`config.mk`:
```
export PLATFORM = sky130hd
export DESIGN_NAME = serial_mag_comparator
export DESIGN_NICKNAME = d
export VERILOG_FILES = /design/src/rtl/serial_mag_comparator.sv
export SDC_FILE = /design/constraint.sdc
export NUM_CORES = 1
export LEC_CHECK = 0
export ABC_AREA = 1
export CELL_PAD_IN_SITES_DETAIL_PLACEMENT = 0
export CELL_PAD_IN_SITES_GLOBAL_PLACEMENT = 2
export CORE_ASPECT_RATIO = 0.9
export CORE_MARGIN = 2
export CORE_UTILIZATION = 32
export CTS_CLUSTER_SIZE = 14
export DETAILED_ROUTE_END_ITERATION = 16
export HOLD_SLACK_MARGIN = 0.1
export PLACE_DENSITY = 0.86
export SLEW_MARGIN = 0
export SYNTH_ARGS = -nofsm -noshare
export SYNTH_HDL_FRONTEND = slang
export SYNTH_SLANG_ARGS = --single-unit
```
`constraint.sdc`:
```
create_clock -name clk -period 3.3 [get_ports clk]
set_clock_uncertainty 0.05 [all_clocks]
set_input_delay 0.66 -clock clk [delete_from_list [all_inputs] [get_ports clk]]
set_output_delay 0.66 -clock clk [all_outputs]
set_load 0.05 [all_outputs]
```
`src/rtl/serial_mag_comparator.sv`:
```
// serial_mag_comparator
//   Bit-serial unsigned magnitude comparator. Two WIDTH-bit operands are
//   captured on an accepted start. They are walked MSB-first, one bit per
//   clock. The first differing bit decides the result. The result is
//   reported as a single eq/lt/gt flag together with a one-cycle done pulse.
//   Latency is fixed at WIDTH+1 cycles from accept to done.
//
// Ports
//   clk   : clock, rising edge
//   rst   : synchronous active-high reset, clears all state
//   start : compare request, honoured in IDLE and DONE only
//   a_in  : operand A, captured on an accepted start
//   b_in  : operand B, captured on an accepted start
//   busy  : high while bits are being shifted (SHIFT state)
//   done  : one-cycle pulse; eq/lt/gt are valid from this cycle on
//   eq    : registered A == B
//   lt    : registered A <  B (unsigned)
//   gt    : registered A >  B (unsigned)
module serial_mag_comparator #(
  parameter int WIDTH = 8,
  parameter int CW    = $clog2(WIDTH + 1)
) (
  input  logic             clk,
  input  logic             rst,
  input  logic             start,
  input  logic [WIDTH-1:0] a_in,
  input  logic [WIDTH-1:0] b_in,
  output logic             busy,
  output logic             done,
  output logic             eq,
  output logic             lt,
  output logic             gt
);

  localparam logic [1:0] ST_IDLE  = 2'd0;
  localparam logic [1:0] ST_SHIFT = 2'd1;
  localparam logic [1:0] ST_DONE  = 2'd2;

  logic [1:0]       state_q, state_d;
  logic [WIDTH-1:0] sa_q, sa_d;
  logic [WIDTH-1:0] sb_q, sb_d;
  logic [CW-1:0]    cnt_q, cnt_d;
  logic             decided_q, decided_d;
  logic             lt_i_q, lt_i_d;
  logic             gt_i_q, gt_i_d;
  logic             eq_q, eq_d;
  logic             lt_q, lt_d;
  logic             gt_q, gt_d;

  // Current bit pair and the 1-bit compare of that pair
  logic a_bit, b_bit;
  logic bit_lt, bit_gt, bit_ne;

  always_comb begin
    a_bit  = sa_q[WIDTH-1];
    b_bit  = sb_q[WIDTH-1];
    bit_lt = ~a_bit & b_bit;
    bit_gt = a_bit & ~b_bit;
    bit_ne = a_bit ^ b_bit;
  end

  always_comb begin
    state_d   = state_q;
    sa_d      = sa_q;
    sb_d      = sb_q;
    cnt_d     = cnt_q;
    decided_d = decided_q;
    lt_i_d    = lt_i_q;
    gt_i_d    = gt_i_q;
    eq_d      = eq_q;
    lt_d      = lt_q;
    gt_d      = gt_q;

    case (state_q)
      ST_SHIFT: begin
        // Only the first differing bit counts; later bits are shifted out unused
        if (!decided_q && bit_ne) begin
          decided_d = 1'b1;
          lt_i_d    = bit_lt;
          gt_i_d    = bit_gt;
        end
        sa_d  = sa_q << 1;
        sb_d  = sb_q << 1;
        cnt_d = cnt_q - CW'(1);
        if (cnt_q == CW'(1)) begin
          // Last bit: publish using the decision including this bit
          state_d = ST_DONE;
          eq_d    = ~decided_d;
          lt_d    = lt_i_d;
          gt_d    = gt_i_d;
        end
      end
      ST_IDLE, ST_DONE: begin
        // DONE accepts start exactly as IDLE so compares can run back-to-back
        state_d = ST_IDLE;
        if (start) begin
          state_d   = ST_SHIFT;
          sa_d      = a_in;
          sb_d      = b_in;
          cnt_d     = CW'(WIDTH);
          decided_d = 1'b0;
          lt_i_d    = 1'b0;
          gt_i_d    = 1'b0;
        end
      end
      default: state_d = ST_IDLE;
    endcase
  end

  always_ff @(posedge clk) begin
    if (rst) begin
      state_q   <= ST_IDLE;
      sa_q      <= '0;
      sb_q      <= '0;
      cnt_q     <= '0;
      decided_q <= 1'b0;
      lt_i_q    <= 1'b0;
      gt_i_q    <= 1'b0;
      eq_q      <= 1'b0;
      lt_q      <= 1'b0;
      gt_q      <= 1'b0;
    end else begin
      state_q   <= state_d;
      sa_q      <= sa_d;
      sb_q      <= sb_d;
      cnt_q     <= cnt_d;
      decided_q <= decided_d;
      lt_i_q    <= lt_i_d;
      gt_i_q    <= gt_i_d;
      eq_q      <= eq_d;
      lt_q      <= lt_d;
      gt_q      <= gt_d;
    end
  end

  assign busy = (state_q == ST_SHIFT);
  assign done = (state_q == ST_DONE);
  assign eq   = eq_q;
  assign lt   = lt_q;
  assign gt   = gt_q;

endmodule
```
==> metrics.txt <==
Post-Syn Area=0.00135 mm²; Final #Nets=214; final setup TNS=0 ns; FP Rows=22; total track usage=12.2%; Horiz. Die Dim=72.5 µm; Worst-Skew Late Latency=0.27 ns; post-CTS setup buffers=0; relative slew slack=60.5%; fillers=443; die area=0.00476 mm²; crit path kind=flip-flop to output port; global-route wire length before repair=4550 µm; core footprint=0.00407 mm²; Routed Antenna Nets=0; Power, Total=772 µW; slack of the critical path=0.809 ns; outcome=complete, no violations; CTS buffer count=3; Synthesized Nets=194; CTS tree=yes; Worst Setup Start Kind=flip-flop; RSZ-0062 raised after global routing=false; largest net degree at the start of global routing=31; vias per inst=4.79; tightest hold margin=0.425 ns; DR pass1 iterations=4; vias in the first global route=1028; Post-route DRC=0; drt total wl=2690 µm; critical-path maximum fanout=6; GRT Residual Overflow=0; DIE HEIGHT=65.6 µm; antenna fix cells=0; Root Buffer=clkbuf_8; area grow syn2layout=21.9%; Initial Utilization=33.1%; Reg clk slew, reported paths=0.09 ns; cell count after synthesis=171; Yosys reg bits=28; DPL Wire Length=1950 µm; total number of yosys warnings=0; pre-CTS setup slack=0.982 ns; Arr. time, crit path=1.78 ns; I/O pins=24; number of port buffers=23; Avg Synthesized Cell Area=7.90 µm²; leakage power=0.000781 µW; Slew Viols, Final=0; Core Util, Final=40.4%; GPL Wtd Cong=0.729; Final Hold Fails=0; layout cells sized above 1=10.5%; Max Cap Viol=0; Netlist cell types=19; post-synthesis sequential area ratio=41.5%; initial DRC count=22; fin crit period=2.49 ns; H-tree levels=1; initial antenna violation count=0; wire per inst=11.3 µm; Sink Count=28; max frequency=401 MHz; Slew @ Worst Pin=0.592 ns; CP required=2.59 ns; Hold Path Class=flip-flop to flip-flop; crit share post-route=75.5%; Setup crit end kind=output port; post-cts sizing count=0; Peak VDD IR=0.244 mV; via count=1141; # setup viols final=0; clock buffer depth=2; hold buffer count at cts=0; pwr dens=469 mW/mm²
## registers in the layout, indices dropped and copies added, names as in the netlist
| register | count |
|---|---|
| cnt_q | 4 |
| decided_q | 1 |
| eq | 1 |
| gt | 1 |
| gt_i_q | 1 |
| lt | 1 |
| lt_i_q | 1 |
| sa_q | 8 |
| sb_q | 8 |
| state_q | 2 |
## cell families after synthesis
group | after synthesis | synth area share (%)
compound gates | 31 | 18.2
simple gates | 84 | 27.4
buf+inv | 24 | 9.18
fa+ha+maj | 4 | 3.71
flops | 28 | 41.5
## where the power goes
part           switching, µW  internal, µW
clock                    105           107
sequential              18.1           369
combinational            100          73.2
## path summary, 6_finish.rpt
path | start | endpoint | slack (ns) | cells past startpoint
min reg2reg | sa_q[0] | sa_q[0] | 0.42 | 2
min | sa_q[0] | sa_q[0] | 0.42 | 2
max | state_q[0] | busy | 0.81 | 3
max reg2reg | state_q[0] | sa_q[7] | 1.74 | 7
## placed cells by master (no fill, tap or decap)
master,count
nand2_4,3
nand2_2,2
a21oi_1,5
o21ai_0,5
nor2_1,9
a21oi_2,6
dfxtp_1,28
nand3_1,19
inv_6,2
clkbuf_8,4
o21ai_1,2
nor3_1,1
clkdlybuf4s50_1,23
ha_1,4
o22ai_2,1
nand2_1,49
o211a_1,12
inv_1,13
nor2_2,1
buf_4,1
## area by class of cell
cell class	instances	area (µm²)	share of cell area, %
tap	48	60.1	3.65
multi-input combinational	119	666	40.5
timing repair buffer	24	238	14.4
inverter	15	66.3	4.03
sequential	28	561	34.1
clock buffer	4	55.1	3.35
## Yosys cell counts
library cell,n,area [µm²]
nand2_1,49,184
ha_1,4,50.1
nor2_1,9,33.8
nand2_2,2,12.5
o21ai_1,2,10.0
buf_6,2,22.5
buf_2,7,35.0
o211a_1,12,120
o21ai_0,5,25.0
nand3_1,19,95.1
a21oi_2,6,52.6
inv_6,2,17.5
nand2_4,3,33.8
nor3_1,1,5.00
nor2_2,1,6.26
dfxtp_1,28,561
inv_1,13,48.8
o22ai_2,1,12.5
a21oi_1,5,25.0
## through the flow
stage / instance area [µm²] / cells
after floorplan: 1350 / 171
after global placement: 1590 / 234
after detailed placement: 1590 / 234
after CTS: 1650 / 238
after global routing: 1650 / 238
final: 1650 / 238
## worst max-delay path, stage by stage (launching register included)
cell,delay [ns]
dfxtp_1,0.41
nand2_4,0.10
inv_1,0.16
clkdlybuf4s50_1,0.83
## metal layers
metal | vias up | global-route usage [%] | wire length [µm]
li1 | 601 | - | -
met1 | 519 | 15.0 | 1340
met2 | 19 | 20.8 | 1220
met3 | 2 | 3.37 | 100
met4 | 0 | 3.47 | 29
met5 | - | 0 | 0
Power figures use the tool's default switching activity.
